$ cat config.mk
export PLATFORM = sky130hd
export DESIGN_NAME = dac_update_scheduler
export DESIGN_NICKNAME = d
export VERILOG_FILES = /design/src/rtl/dac_sched_pkg.sv /design/src/rtl/rr_arbiter.sv /design/src/rtl/dac_update_scheduler.sv
export SDC_FILE = /design/constraint.sdc
export NUM_CORES = 1
export LEC_CHECK = 0
export CORE_MARGIN = 2
export CORE_UTILIZATION = 30
export DETAILED_ROUTE_END_ITERATION = 10
export DONT_BUFFER_PORTS = 1
export PLACE_DENSITY = 0.49
export SYNTH_ARGS = -nofsm -noshare
export SYNTH_HDL_FRONTEND = slang
export SYNTH_SLANG_ARGS = --single-unit
$ cat constraint.sdc
create_clock -name clock -period 2.2 [get_ports clock]
set_input_delay 0.66 -clock clock [delete_from_list [all_inputs] [get_ports clock]]
set_output_delay 0.66 -clock clock [all_outputs]
set_load 0.05 [all_outputs]
$ cat src/rtl/dac_sched_pkg.sv
// Shared types and helpers for the DAC update scheduler.
//   state_t  : scheduler FSM states (3-bit, IDLE=0 .. WAIT_DAC=7)
//   WORD_W   : width of one DAC command word
//   MAX_CH   : upper bound on channel count handled by rr_pick
//   rr_pick  : round-robin pick of the lowest pending index at or after ptr
package dac_sched_pkg;

  localparam int unsigned WORD_W = 24;
  localparam int unsigned MAX_CH = 16;

  typedef enum logic [2:0] {
    IDLE     = 3'd0,
    SCAN     = 3'd1,
    POP      = 3'd2,
    START    = 3'd3,
    WAIT_HI  = 3'd4,
    WAIT_LO  = 3'd5,
    LDAC     = 3'd6,
    WAIT_DAC = 3'd7
  } state_t;

  typedef struct packed {
    logic       valid;
    logic [3:0] idx;
  } pick_t;

  // Search n channels starting at ptr, wrapping at n; ptr is always < n,
  // so ptr+k never reaches 2n and a single subtract replaces the modulo.
  function automatic pick_t rr_pick(input logic [MAX_CH-1:0] pending,
                                    input logic [3:0] ptr,
                                    input int unsigned n);
    pick_t       r;
    int unsigned j;
    r = '0;
    for (int unsigned k = 0; k < MAX_CH; k++) begin
      if (k < n && !r.valid) begin
        j = 32'(ptr) + k;
        if (j >= n) j = j - n;
        if (pending[j[3:0]]) begin
          r.valid = 1'b1;
          r.idx   = j[3:0];
        end
      end
    end
    return r;
  endfunction

endpackage

$ cat src/rtl/rr_arbiter.sv
// Combinational round-robin arbiter.
//   pending : request vector
//   ptr     : first index to consider (rotating priority)
//   idx     : granted index
//   grant   : one-hot grant (all zero when nothing pending)
//   valid   : a grant was made
module rr_arbiter
  import dac_sched_pkg::*;
#(
  parameter int unsigned N  = 1,
  parameter int unsigned PW = (N > 1) ? $clog2(N) : 1
) (
  input  logic [N-1:0]  pending,
  input  logic [PW-1:0] ptr,
  output logic [PW-1:0] idx,
  output logic [N-1:0]  grant,
  output logic          valid
);

  pick_t             p;
  logic [MAX_CH-1:0] pend_ext;

  always_comb begin
    pend_ext         = '0;
    pend_ext[N-1:0]  = pending;
    p                = rr_pick(pend_ext, 4'(ptr), N);
    valid            = p.valid;
    idx              = p.idx[PW-1:0];
    grant            = '0;
    for (int unsigned i = 0; i < N; i++)
      if (p.valid && 32'(p.idx) == i) grant[i] = 1'b1;
  end

endmodule

$ cat src/rtl/dac_update_scheduler.sv
// Shares one SPI transmitter among DACN per-DAC FIFOs. Each pass snapshots
// the non-empty FIFOs, sends at most one word per channel in round-robin
// order, then pulses LDAC on every written DAC together and waits for the
// DACs to report not-busy.
//   clock, reset_n      : clk_50, async active-low reset
//   enable              : allow new passes
//   fifo_empty/data/read: show-ahead FIFO bank interface (one-hot pop)
//   spi_data/start/busy : shared transmitter interface
//   spi_sel             : one-hot frame routing select
//   dac_busy_n          : async DAC busy flags (synchronized here)
//   dac_ldac_n          : active-low load strobes
//   idle/pass_done/error: status (error is sticky)
module dac_update_scheduler
  import dac_sched_pkg::*;
#(
  parameter int unsigned DACN          = 1,
  parameter int unsigned LDAC_CYCLES   = 4,
  parameter int unsigned START_TIMEOUT = 15,
  parameter int unsigned DAC_TIMEOUT   = 1023
) (
  input  logic                   clock,
  input  logic                   reset_n,
  input  logic                   enable,
  input  logic [DACN-1:0]        fifo_empty,
  input  logic [WORD_W*DACN-1:0] fifo_data,
  output logic [DACN-1:0]        fifo_read,
  output logic [WORD_W-1:0]      spi_data,
  output logic                   spi_start,
  input  logic                   spi_busy,
  output logic [DACN-1:0]        spi_sel,
  input  logic [DACN-1:0]        dac_busy_n,
  output logic [DACN-1:0]        dac_ldac_n,
  output logic                   idle,
  output logic                   pass_done,
  output logic                   error
);

  localparam int unsigned PW   = (DACN > 1) ? $clog2(DACN) : 1;
  localparam int unsigned TMAX = (DAC_TIMEOUT > START_TIMEOUT) ? DAC_TIMEOUT : START_TIMEOUT;
  localparam int unsigned CMAX = (TMAX > LDAC_CYCLES) ? TMAX : LDAC_CYCLES;
  localparam int unsigned CW   = $clog2(CMAX + 1);
  localparam logic [CW-1:0] START_LAST = CW'(START_TIMEOUT - 1);
  localparam logic [CW-1:0] LDAC_LAST  = CW'(LDAC_CYCLES - 1);
  localparam logic [CW-1:0] DAC_LAST   = CW'(DAC_TIMEOUT - 1);

  state_t            state;
  logic [DACN-1:0]   pending, written, cur_oh;
  logic [PW-1:0]     rr_ptr, cur;
  logic [CW-1:0]     cnt;
  logic [DACN-1:0]   busy_s1, busy_s2;
  logic [PW-1:0]     pick_idx;
  logic [DACN-1:0]   pick_oh;
  logic              pick_valid;
  logic [WORD_W-1:0] head;
  logic              dac_ok;

  rr_arbiter #(.N(DACN), .PW(PW)) u_arb (
    .pending (pending),
    .ptr     (rr_ptr),
    .idx     (pick_idx),
    .grant   (pick_oh),
    .valid   (pick_valid)
  );

  always_comb begin
    head = '0;
    for (int unsigned i = 0; i < DACN; i++)
      if (cur_oh[i]) head = fifo_data[i*WORD_W +: WORD_W];
  end

  // Only DACs loaded in this pass gate completion.
  assign dac_ok = &(busy_s2 | ~written);

  always_ff @(posedge clock or negedge reset_n) begin
    if (!reset_n) begin
      busy_s1 <= '1;
      busy_s2 <= '1;
    end else begin
      busy_s1 <= dac_busy_n;
      busy_s2 <= busy_s1;
    end
  end

  always_ff @(posedge clock or negedge reset_n) begin
    if (!reset_n) begin
      state      <= IDLE;
      pending    <= '0;
      written    <= '0;
      cur_oh     <= '0;
      rr_ptr     <= '0;
      cur        <= '0;
      cnt        <= '0;
      fifo_read  <= '0;
      spi_data   <= '0;
      spi_start  <= 1'b0;
      spi_sel    <= '0;
      dac_ldac_n <= '1;
      idle       <= 1'b1;
      pass_done  <= 1'b0;
      error      <= 1'b0;
    end else begin
      fifo_read <= '0;
      spi_start <= 1'b0;
      pass_done <= 1'b0;
      case (state)
        IDLE: begin
          if (enable && (~fifo_empty != '0)) begin
            pending <= ~fifo_empty;
            written <= '0;
            idle    <= 1'b0;
            state   <= SCAN;
          end
        end
        SCAN: begin
          if (pick_valid) begin
            cur     <= pick_idx;
            cur_oh  <= pick_oh;
            spi_sel <= pick_oh;
            state   <= POP;
          end else begin
            spi_sel <= '0;
            if (written != '0) begin
              dac_ldac_n <= ~written;
              cnt        <= '0;
              state      <= LDAC;
            end else begin
              idle  <= 1'b1;
              state <= IDLE;
            end
          end
        end
        POP: begin
          spi_data  <= head;
          fifo_read <= cur_oh;
          pending   <= pending & ~cur_oh;
          written   <= written | cur_oh;
          rr_ptr    <= (cur == PW'(DACN - 1)) ? '0 : cur + PW'(1);
          state     <= START;
        end
        START: begin
          spi_start <= 1'b1;
          cnt       <= '0;
          state     <= WAIT_HI;
        end
        WAIT_HI: begin
          if (spi_busy) begin
            state <= WAIT_LO;
          end else if (cnt == START_LAST) begin
            error   <= 1'b1;
            spi_sel <= '0;
            state   <= SCAN;
          end else if (cnt != '1) begin
            cnt <= cnt + CW'(1);
          end
        end
        WAIT_LO: begin
          if (!spi_busy) begin
            spi_sel <= '0;
            state   <= SCAN;
          end
        end
        LDAC: begin
          if (cnt == LDAC_LAST) begin
            dac_ldac_n <= '1;
            cnt        <= '0;
            state      <= WAIT_DAC;
          end else begin
            cnt <= cnt + CW'(1);
          end
        end
        WAIT_DAC: begin
          if (dac_ok || cnt == DAC_LAST) begin
            if (!dac_ok) error <= 1'b1;
            pass_done <= 1'b1;
            idle      <= 1'b1;
            state     <= IDLE;
          end else if (cnt != '1) begin
            cnt <= cnt + CW'(1);
          end
        end
        default: state <= IDLE;
      endcase
    end
  end

endmodule
==> impl_metrics.ini, run 1 <==
[setup_path]
crit_path_start = state[0]$_DFFE_PN0P_
cp.required_ns = 2.41
critPathCaptureType = register
r2r_slack_ns = 0.10
regToRegEndpoint = cnt[3]$_DFFE_PN0P_
cp_max_fo = 10
crit_type = reg -> reg
cpPeakStageDelay_ns = 0.55
worstPathArrival_ns = 2.31
cp_slowest_cell = dfrtp_1
rr_startpoint = state[0]$_DFFE_PN0P_
crit_end = cnt[3]$_DFFE_PN0P_
reg2reg_depth = 6
start_kind = register
path_cells = nor4bb_1 -> a221oi_1 -> a211oi_1 -> nand2_1 -> buf_4 -> o31ai_1

[timing]
period_share_pct = 95.3
skew_ns = 0.00396
fin_crit_ns = 2.10
fmax_mhz = 477
final-hold-violation-count = 0
setup_viol = 0
totalNegativeSetupSlack_ns = 0
setup_slack_ns = 0.103
timing.final.max_slew_violations = 0
rsz0062_at_grt = false
worstMarginPinSlew_ns = 0.476
max_slew_margin_pct = 67.8

[grt]
grt_max_degree = 50
track_usage_pct = 13.5
overflow = 0
grt_pass1_vias = 1859
antenna_found_initial = 0
grt_pass1_wl_um = 9340

[floorplan]
coreArea_sq_um = 7650
row_count = 32
die-area_sq_um = 8520
start_util_pct = 30.6
die_y_um = 92.3
die_x_um = 92.3
ios = 61

[placed_design]
gp_congestion = 0.723
portBuffers = 0
dpl.hpwl_um = 3820
preCtsSetupSlack_ns = 0.0757

[layout]
layout-drive-gt1-share_pct = 12.2
utilization_pct = 34.0
fin_nets = 294
fillers = 809
regMostFlops = spi_data
n_antenna_cell = 0
largest_register_ffs = 24
area_growth_pct = 11.2
top_regs = spi_data x24, cnt x10, state x3

[synthesis]
synth_cell_types = 49
avgSynthCellArea_sq_um = 9.10
syn-instance-count = 257
synthTopCellsByArea = dfrtp_1, nand2_1, o21ai_0
yosysMostFrequentCell = nand2_1
seq_area_frac_synth_pct = 52.6
synth_nets = 289
synth_warnings = 0
synthesis.area_sq_um = 2340
synth-edff-count = 0
synthFlopType = dfrtp_1
synth_top_cell_area_share_pct = 48.1
synthArstFlopShare_pct = 100
yosys-top-cells-count = nand2_1, dfrtp_1, o21ai_0
synth_area_leader_cell = dfrtp_1
ys_ff_latch = 49

[clock_tree]
cts_tree = done
clk_pin_slew_ns = 0.09
cts_root_buf = clkbuf_8
htreeDepth = 2
cts_made_buffers = 5
clk_latency_ns = 0.30
cts_sinks = 49
clockBufferDepth = 2

[flow_run]
max-cap-violations = 0

[power]
ir_drop_mv = 0.405
leakage_nw = 1.18
cellPowerDensity_nw_per_um2 = 1570

[routing]
wl_per_cell_um = 15.3
initialDrtViolationCount = 54
vias_per_cell = 5.14
drtPass1Iterations = 4
ant_nets = 0
vias = 1875
routed_wl_um = 5570
drt_drc_violations_left = 0

[hold_path]
hold_class = in -> async

[outcome]
status = finished clean
[cell families (layout without fill, tap and decap cells)]
family | Yosys count | in the layout | synth area share, %
and+or+nand+nor | 108 | 108 | 22.1
AOI/OAI and AO/OA | 70 | 70 | 19.1
DFF | 49 | 49 | 52.6
buffers and inverters | 26 | 32 | 4.28
adders and majority gates | 2 | 2 | 1.07
xor gates and xnor gates | 2 | 2 | 0.749
[metrics by stage]
step,hold slack (ns),total power [mW],cells,instance area [sq um]
floorplan,0.345,3.22,257,2340
global placement,0.346,3.55,357,2510
detailed placement,0.358,3.58,357,2510
CTS,0.0275,4.14,365,2600
global route,0.0192,4.39,365,2600
finish,0.0454,4.08,365,2600
[layout by cell type, fill, tap and decap left out, types with 2 or more instances in the layout]
cell	instances
clkbuf_8	5
o22ai_1	2
or2_2	2
dfstp_2	4
buf_4	15
nor2_1	8
and3_1	3
clkinvlp_4	2
or3_1	3
nor3_1	9
o21ai_0	33
a211oi_1	2
nand2_1	59
o41ai_1	3
ha_1	2
a21oi_1	4
nand2b_1	2
nand3_1	6
o31ai_1	14
dfrtp_1	45
nor2b_1	2
nand4_1	2
inv_1	9
[power by group]
group / total [mW] / switching (mW) / internal (mW)
clock network: 0.538 / 0.313 / 0.225
logic: 1.11 / 0.639 / 0.469
registers: 2.43 / 1.21 / 1.23
[cell type report]
| class | count | area [sq um] | area share (%) |
|---|---|---|---|
| Clock buffer | 6 | 72.6 | 2.79 |
| Sequential cell | 49 | 1230 | 47.3 |
| Inverter | 9 | 33.8 | 1.30 |
| Timing Repair Buffer | 15 | 113 | 4.33 |
| Clock inverter | 2 | 15.0 | 0.577 |
| Multi-Input combinational cell | 182 | 1010 | 38.8 |
| Tap cell | 102 | 128 | 4.91 |
[worst min-delay path by stage]
stage	endpoint	slack, ns	cells past startpoint
after global placement	busy_s2$_DFF_PN1_	0.35	0
after CTS	spi_data[7]$_DFFE_PN0P_	0.03	0
after floorplan	busy_s2$_DFF_PN1_	0.35	0
final	spi_data[7]$_DFFE_PN0P_	0.05	0
after global routing	spi_data[18]$_DFFE_PN0P_	0.02	0
after detailed placement	busy_s2$_DFF_PN1_	0.36	0
[critical path: cells and delay by family, from the launching register on]
| kind | cells | cell delay (ns) |
|---|---|---|
| compound gates | 3 | 0.63 |
| simple gates | 2 | 0.61 |
| flops | 1 | 0.55 |
| buf+inv | 1 | 0.21 |
[per-layer routing]
metal  share of wire [%]  vias up  GRT usage (%)
met5                   0        -              0
met4                0.45        0           3.36
met3                 7.3        2           3.91
met2                  47       57           21.4
met1                  46      904           18.0
li1                    -      912              -
[timing repair]
| item | CTS | global route |
|---|---|---|
| buffers inserted | 0 | 0 |
| hold buffers | 0 | 0 |
| resized for setup | 0 | 1 |
| endpoints found under the setup margin | 0 | 5 |
Note: power is estimated with default switching activity, not from simulation.
==> run 2, diff against run 1 <==
Settings changed: CAP_MARGIN set to 0.
==> results of run 2 <==
The final DEF is identical to that of run 1; final timing and power are the same.
